$ cat src/rtl/prog_sequencer_pkg.sv
// Shared types and helpers for the program sequencer.
package prog_sequencer_pkg;

    localparam int unsigned DEFAULT_CW = 16;

    typedef enum logic [2:0] {
        S_IDLE,
        S_RST_DUT,
        S_REQ,
        S_BLANK,
        S_RUN,
        S_RECORD,
        S_DONE
    } seq_state_t;

    function automatic int unsigned idx_width(input int unsigned n);
        return (n > 1) ? $clog2(n) : 1;
    endfunction

endpackage

$ cat src/rtl/prog_sequencer_if.sv
// Init/req/ack handshake between the sequencer and the processor top level.
interface prog_sequencer_if;

    logic dut_init;
    logic dut_req;
    logic dut_ack;

    modport master (output dut_init, output dut_req, input dut_ack);
    modport slave  (input dut_init, input dut_req, output dut_ack);

endinterface

$ cat src/rtl/sat_counter.sv
// Up-counter with synchronous clear that sticks at all-ones instead of wrapping.
module sat_counter #(
    parameter int unsigned W = 16
) (
    input  logic         clk,
    input  logic         rst,
    input  logic         clr,
    input  logic         en,
    output logic [W-1:0] q,
    output logic         max
);

    assign max = &q;

    always_ff @(posedge clk) begin
        if (rst || clr) begin
            q <= '0;
        end else if (en && !max) begin
            q <= q + W'(1);
        end
    end

endmodule

$ cat src/rtl/prog_sequencer.sv
// Resets the processor, launches NUM_PROGS programs via req/ack and reports cycles per program.
module prog_sequencer
    import prog_sequencer_pkg::*;
#(
    parameter int unsigned NUM_PROGS  = 3,
    parameter int unsigned REQ_CYCLES = 2,
    parameter int unsigned ACK_BLANK  = 2,
    parameter int unsigned CW         = DEFAULT_CW,
    parameter int unsigned TIMEOUT    = 32'hFFFF,
    localparam int unsigned IW        = idx_width(NUM_PROGS)
) (
    input  logic                    clk,
    input  logic                    init,
    input  logic                    start,
    prog_sequencer_if.master        dut,
    output logic                    busy,
    output logic                    done,
    output logic [IW-1:0]           prog_idx,
    output logic [CW-1:0]           cyc_count,
    output logic                    cyc_valid,
    output logic                    timeout_err
);

    localparam int unsigned PMAX = (REQ_CYCLES > ACK_BLANK) ? REQ_CYCLES : ACK_BLANK;
    localparam int unsigned PW   = $clog2(PMAX + 1);

    seq_state_t    state_q, state_d;
    logic [CW-1:0] run_cnt;
    logic          run_max;
    logic [PW-1:0] ph_cnt;
    logic          ph_max;
    logic          req_end, blank_end, hung, last_prog;

    sat_counter #(.W(CW)) u_run_cnt (
        .clk (clk),
        .rst (init),
        .clr (state_q == S_REQ),
        .en  (state_q inside {S_BLANK, S_RUN}),
        .q   (run_cnt),
        .max (run_max)
    );

    // Phase timer restarts on every state change, so it times REQ and BLANK alike.
    sat_counter #(.W(PW)) u_ph_cnt (
        .clk (clk),
        .rst (init),
        .clr (state_d != state_q),
        .en  (1'b1),
        .q   (ph_cnt),
        .max (ph_max)
    );

    assign req_end   = (ph_cnt == PW'(REQ_CYCLES - 1)) || ph_max;
    assign blank_end = (ph_cnt == PW'(ACK_BLANK - 1)) || ph_max;
    // A stalled saturated count can never reach a larger TIMEOUT; treat it as hung too.
    assign hung      = (run_cnt == CW'(TIMEOUT)) || run_max;
    assign last_prog = prog_idx == IW'(NUM_PROGS - 1);

    always_comb begin
        state_d = state_q;
        unique case (state_q)
            S_IDLE, S_DONE: if (start) state_d = S_RST_DUT;
            S_RST_DUT:      state_d = S_REQ;
            S_REQ:          if (req_end) state_d = (ACK_BLANK == 0) ? S_RUN : S_BLANK;
            S_BLANK:        if (blank_end) state_d = S_RUN;
            S_RUN:          if (dut.dut_ack || hung) state_d = S_RECORD;
            S_RECORD:       state_d = (timeout_err || last_prog) ? S_DONE : S_REQ;
            default:        state_d = S_IDLE;
        endcase
    end

    // Outputs are registered from the next state so they line up with state_q.
    always_ff @(posedge clk) begin
        if (init) begin
            state_q      <= S_IDLE;
            dut.dut_init <= 1'b0;
            dut.dut_req  <= 1'b0;
            busy         <= 1'b0;
            done         <= 1'b0;
            prog_idx     <= '0;
            cyc_count    <= '0;
            cyc_valid    <= 1'b0;
            timeout_err  <= 1'b0;
        end else begin
            state_q      <= state_d;
            dut.dut_init <= state_d == S_RST_DUT;
            dut.dut_req  <= state_d == S_REQ;
            busy         <= !(state_d inside {S_IDLE, S_DONE});
            done         <= state_d == S_DONE;
            cyc_valid    <= state_d == S_RECORD;
            if (state_d == S_RECORD) cyc_count <= run_cnt;
            if ((state_q inside {S_IDLE, S_DONE}) && start) begin
                prog_idx    <= '0;
                timeout_err <= 1'b0;
            end else if (state_q == S_RECORD && state_d == S_REQ) begin
                prog_idx <= prog_idx + IW'(1);
            end
            if (state_q == S_RUN && !dut.dut_ack && hung) timeout_err <= 1'b1;
        end
    end

endmodule

$ cat src/flat_wrapper.sv
// flat-port wrapper written by rule: the top's interface ports become plain ports
module prog_sequencer_flat import prog_sequencer_pkg::*;
#(
    parameter int unsigned NUM_PROGS  = 3,
    parameter int unsigned REQ_CYCLES = 2,
    parameter int unsigned ACK_BLANK  = 2,
    parameter int unsigned CW         = DEFAULT_CW,
    parameter int unsigned TIMEOUT    = 32'hFFFF,
    localparam int unsigned IW        = idx_width(NUM_PROGS)
)
  (clk, init, start, busy, done, prog_idx, cyc_count, cyc_valid, timeout_err, dut_dut_init, dut_dut_req, dut_dut_ack);
  prog_sequencer_if dut_i ();
  input  logic clk;
  input  logic init;
  input  logic start;
  output logic busy;
  output logic done;
  output logic [IW-1:0] prog_idx;
  output logic [CW-1:0] cyc_count;
  output logic cyc_valid;
  output logic timeout_err;
  output wire logic [$bits(dut_i.dut_init)-1:0] dut_dut_init;
  output wire logic [$bits(dut_i.dut_req)-1:0] dut_dut_req;
  input wire logic [$bits(dut_i.dut_ack)-1:0] dut_dut_ack;
  assign dut_dut_init = dut_i.dut_init;
  assign dut_dut_req = dut_i.dut_req;
  assign dut_i.dut_ack = dut_dut_ack;
  prog_sequencer #(.NUM_PROGS(NUM_PROGS), .REQ_CYCLES(REQ_CYCLES), .ACK_BLANK(ACK_BLANK), .CW(CW), .TIMEOUT(TIMEOUT)) u_core (.clk(clk), .init(init), .start(start), .dut(dut_i), .busy(busy), .done(done), .prog_idx(prog_idx), .cyc_count(cyc_count), .cyc_valid(cyc_valid), .timeout_err(timeout_err));
endmodule
$ cat config.mk
export PLATFORM = sky130hd
export DESIGN_NAME = prog_sequencer_flat
export DESIGN_NICKNAME = d
export VERILOG_FILES = /design/src/rtl/prog_sequencer_pkg.sv /design/src/rtl/prog_sequencer_if.sv /design/src/rtl/sat_counter.sv /design/src/rtl/prog_sequencer.sv /design/src/flat_wrapper.sv
export SDC_FILE = /design/constraint.sdc
export NUM_CORES = 1
export LEC_CHECK = 0
export BUFFER_PORTS_ARGS = -buffer_cell sky130_fd_sc_hd__buf_2
export CAP_MARGIN = 20
export CORE_MARGIN = 5
export CORE_UTILIZATION = 28
export DETAILED_ROUTE_END_ITERATION = 12
export GPL_ROUTABILITY_DRIVEN = 0
export GPL_TIMING_DRIVEN = 0
export SLEW_MARGIN = 20
export SYNTH_ARGS = -nofsm -noshare
export SYNTH_HDL_FRONTEND = slang
export SYNTH_SLANG_ARGS = --single-unit
$ cat constraint.sdc
create_clock -name clk -period 2.55 [get_ports clk]
set_input_delay 0.3825 -clock clk [delete_from_list [all_inputs] [get_ports clk]]
set_output_delay 0.3825 -clock clk [all_outputs]
set_load 0.005 [all_outputs]
Yosys cells after proc, flatten, opt, wreduce, memory -nomap -nowiden. Index checks and enable logic that the tools add are counted.

Bits in registers: 45. Input port bits: 4. Word-level logic and storage cells: 60.

Reductions and logical operators: 24. Muxes and demuxes: 8. Equality and inequality tests: 14. $add $sub $neg: 3.

Operator list (count): 3-bit case mux with 6 select lines (1); 16-bit by 1-bit adder with 16-bit output, second input constant (1); 16-bit equality test, second input constant (1); 16-bit AND reduction (1); 3-bit equality test, second input constant (5); 3-bit two-way mux (5); 3-bit by 2-bit equality test with 1-bit output, second input constant (3); 2-bit nonzero test (4); 3-bit by 1-bit equality test with 1-bit output, second input constant (2); 3-bit zero test (2); 1-bit logical OR (6); 1-bit logical AND (5); 2-bit by 1-bit adder with 2-bit output, second input constant (2); 2-bit OR reduction (2); 1-bit zero test (3); 3-bit != test (1); 2-bit by 1-bit equality test with 1-bit output, second input constant (1); 2-bit equality test, second input constant (1); 1-bit two-way mux (2); 2-bit AND reduction (1).

Depth between registers and ports, before layout.
Word-level depth: 8. Mapped depth: 7.

Hierarchy. A second synthesis with hierarchy kept.

Cell total of the unflattened synthesis: 296. Area total of the unflattened synthesis: 2527.4 um^2.

Modules (own cells, without submodules): prog_sequencer (sequential area each 540.5 um^2, cells an instance 191, instances 1, area each 1586.5 um^2); sat_counter at u_core.u_run_cnt (sequential area each 320.3 um^2, cells an instance 97, instances 1, area each 835.8 um^2); sat_counter at u_core.u_ph_cnt (sequential area each 40.0 um^2, cells an instance 8, instances 1, area each 105.1 um^2).

Worst setup path before layout. No wires, ideal clock.

Path type: register to register. From: reg u_core.u_run_cnt.q[0]. To: reg u_core.cyc_count[10]. Path slack: 655 ps. Period minus slack after synthesis: 1895 ps. Library setup time: 72 ps. Data arrival time: 1824 ps. Buffers on the path: 2. Stages on the path, launching flop included: 8. Cells stage by stage: dfxtp_1 > ha_1 > nand4_1 > nor4_2 > o21a_1 > buf_2 > buf_6 > mux2i_1.

Cells in the longest elaborated chain, start to end: 6.

RTL lines: start: declaration (RTL line sat_counter.sv:9) `output logic [W-1:0] q,`; start signal: assignment (RTL line sat_counter.sv:19) `q <= q + W'(1);`; 16-bit equality test / 16-bit AND reduction (equally long branches) (RTL line prog_sequencer.sv:56, sat_counter.sv:13); 1-bit logical OR (*) (RTL line prog_sequencer.sv:56) `assign hung = (run_cnt == CW'(TIMEOUT)) || run_max;`; 1-bit logical OR (*) (RTL line prog_sequencer.sv:66) `S_RUN: if (dut.dut_ack || hung) state_d = S_RECORD;`; 3-bit two-way mux (*) (RTL line prog_sequencer.sv:66); 3-bit case mux with 6 select lines (*) (RTL line prog_sequencer.sv:61) `unique case (state_q)`; 3-bit equality test (*) (RTL line prog_sequencer.sv:91) `if (state_d == S_RECORD) cyc_count <= run_cnt;`; end signal: assignment (RTL line prog_sequencer.sv:91); end: declaration (RTL line prog_sequencer.sv:19) `output logic [CW-1:0] cyc_count,`.

Every way passes the cells marked *; elsewhere a longest branch is shown, timed or not. A chain may end at the register's enable or synchronous reset.

Worst setup path in the final report.
From: reg u_core.u_run_cnt.q[0]. To: reg u_core.cyc_valid.

Cells in the longest elaborated chain, start to end: 6.

RTL lines: 16-bit equality test / 16-bit AND reduction (equally long branches) (RTL line prog_sequencer.sv:56, sat_counter.sv:13); 1-bit logical OR (*) (RTL line prog_sequencer.sv:56); 1-bit logical OR (*) (RTL line prog_sequencer.sv:66); 3-bit two-way mux (*) (RTL line prog_sequencer.sv:66); 3-bit case mux with 6 select lines (*) (RTL line prog_sequencer.sv:61); 3-bit equality test (*) (RTL line prog_sequencer.sv:90) `cyc_valid <= state_d == S_RECORD;`; end signal: assignment (RTL line prog_sequencer.sv:82) `cyc_valid <= 1'b0;`; end signal: assignment (RTL line prog_sequencer.sv:90); end: declaration (RTL line prog_sequencer.sv:20) `output logic cyc_valid,`.

Marked as above.

==> impl_metrics.yaml <==
clock_tree:
  cts_setup_buffers: 0
  clkLatencyLatePin_ps: 300
  cts_resized: 0
  cts-buffers-inserted: 5
  cts_sinks: 45
  htreeDepth: 2
  cts_hold_buffers: 0
  cts-root-buf: "clkbuf_8"
  clk_pin_slew_ps: 90
  cts_tree: "yes"
  cts_max_path_buffers: 2
yosys:
  netlist.area_leader.share_pct: 39.4
  ys_seq_area_share_pct: 39.4
  ys.flop_type: "dfxtp_1"
  synth-edff-count: 0
  synth_area_leader_cell: "dfxtp_1"
  syn_area_per_cell_um2: 9.10
  syn-cell-area_um2: 2280
  syn_nets: 259
  ys_types: 52
  synth_seq_cells: 45
  synthArstFlopShare_pct: 0
  synthTopCellsByArea: "dfxtp_1, nand2b_1, mux2i_1"
  yosysWarningCount: 0
  syn_inst: 251
finish:
  n_antenna_cell: 0
  drive_above_1_share_pct: 17.6
  nNetsFinal: 292
  nFillCells: 865
  synthToLayoutAreaGrowth_pct: 16.0
  mostFrequentLayoutCells: "dfxtp_1, nand2b_1, buf_2"
  final_common_cell: "dfxtp_1"
  final_cells: 389
power_and_ir_drop:
  combPwrFrac_pct: 9.0
  seqPwrFrac_pct: 52.7
  p_clk_share_pct: 38.2
  switchingPower_uw: 324
  p_per_area_nw_per_um2: 519
  vdd_drop_max_mv: 0.206
  swShare_pct: 23.5
  p_leak_uw: 0.000916
  p_int_uw: 1050
routing:
  drt.antenna.violating_nets: 0
  drc: 0
  wl_per_cell_um: 13.5
  routed_wl_um: 5230
  first_iter_violations: 93
  vias: 1966
  drt-pass1-iter-count: 4
  via_per_inst: 5.05
grt:
  antenna_found_initial: 0
  grt_max_degree: 14
  grt_usage_pct: 10.5
  grt_pass1_vias: 1765
  grt_pass1_wl_um: 8650
  grt_overflow: 0
placed_design:
  portBuffers: 26
  dp_cells: 382
  dp_hpwl_um: 3860
critical_path:
  cp.required_ps: 2750
  startpoint_type: "flip-flop"
  worstPathCellList: "ha_1 -> nand4_1 -> nor4_2 -> buf_2 -> nand2_2 -> a2111oi_2"
  critical_path_peak_fanout: 10
  cp_data_arrival_time_ps: 2510
  crit_type: "reg -> reg"
  cp_slowest_cell: "nor4_2"
  max_stage_delay_ps: 510
  end_kind: "flip-flop"
sta:
  maxSlewHeadroom_pct: 53.7
  setup_viol: 0
  worst_slew_pin_slew_ps: 688
  fmax_mhz: 434
  hold_viol: 0
  finalMaxSlewViolations: 0
  post-route-period-util_pct: 90.3
  finalCriticalPeriod_ps: 2300
  finClkSkew_ps: 8.37
  rsz0062_at_grt: "false"
  final.setup.tns_ps: 0
die:
  die_area_um2: 10100
  die_h_um: 100
  coreArea_um2: 8090
  die_w_um: 100
  ios: 28
  start_util_pct: 28.2
  rows: 33
min_path:
  min_path_type: "in -> reg"
status:
  outcome: "finished clean"
job:
  drv_cap: 0
cell type report:
cell class / count / area [um^2] / area share, %
Multi-Input combinational cell: 185 / 1280 / 48.4
Buffer: 14 / 75.1 / 2.83
Clock inverter: 2 / 35.0 / 1.32
Inverter: 7 / 26.3 / 0.992
Clock buffer: 5 / 68.8 / 2.60
Tap cell: 105 / 131 / 4.96
Timing Repair Buffer: 26 / 130 / 4.91
Sequential cell: 45 / 901 / 34.0
cells by family (layout without fill, tap and decap cells):
logic type | after synthesis | in the layout | synth area share, %
DFF | 45 | 45 | 39.4
AOI/OAI and AO/OA | 50 | 50 | 15.1
xor gates and xnor gates | 3 | 3 | 1.15
and+or+nand+nor | 110 | 110 | 29.8
adders and majority gates | 4 | 4 | 2.19
muxes | 18 | 18 | 7.94
buffers and inverters | 21 | 54 | 4.44
critical path: cells and delay by family, from the launching register on:
family	cells	cell delay, ps
simple gates	3	900
flops	1	410
buf+inv	1	310
compound gates	1	310
fa+ha+maj	1	280
final timing paths:
path                    startpoint                  end  slack [ps]  cells past startpoint
min                    dut_dut_ack   u_core.timeout_err         430                      3
max reg2reg  u_core.u_run_cnt.q[0]     u_core.cyc_valid         250                      6
max          u_core.u_run_cnt.q[0]     u_core.cyc_valid         250                      6
min reg2reg    u_core.cyc_count[0]  u_core.cyc_count[0]         480                      2
cells in the mapped netlist (5+ instances only):
cell       n
dfxtp_1   45
nand2b_1  32
nor2_1    12
nor3b_1    5
inv_1      7
o31ai_1    8
or3_1      5
clkbuf_1   8
nand2_1   13
a21oi_1   15
mux2i_1   17
or4_1      9
power by group through the flow:
stage               sequential [uW]  clock, uW  combinational, uW
detailed placement              742          0                126
global route                    728        567                139
global placement                741          0                124
finish                          726        526                124
floorplan                       741          0               91.9
CTS                             726        542                126
per-stage QoR:
stage	hold WS, ps	utilization, %	worst slack (ps)	cell area (um^2)	total power [uW]
6_report	433	32.7	248	2650	1380
5_1_grt	449	32.7	74.6	2650	1430
4_1_cts	428	32.7	286	2650	1390
3_5_place_dp	461	31.5	304	2550	868
3_3_place_gp	456	31.5	313	2550	865
2_1_floorplan	464	-	655	2280	833
state kept, by name, indices dropped and copies added, names as in the netlist:
name                 flops
u_core.prog_idx          2
u_core.done              1
u_core.cyc_valid         1
u_core.dut.dut_req       1
u_core.timeout_err       1
u_core.busy              1
u_core.u_ph_cnt.q        2
u_core.dut.dut_init      1
u_core.u_run_cnt.q      16
u_core.state_q           3
u_core.cyc_count        16
per-layer routing:
metal	wire, um	up-vias	GRT usage (%)
met2	2470	36	16.6
met1	2480	935	14.6
met3	222	6	1.88
met4	58	0	2.90
li1	-	989	-
met5	0	-	0
No activity file was read; power rests on OpenSTA's default activity.
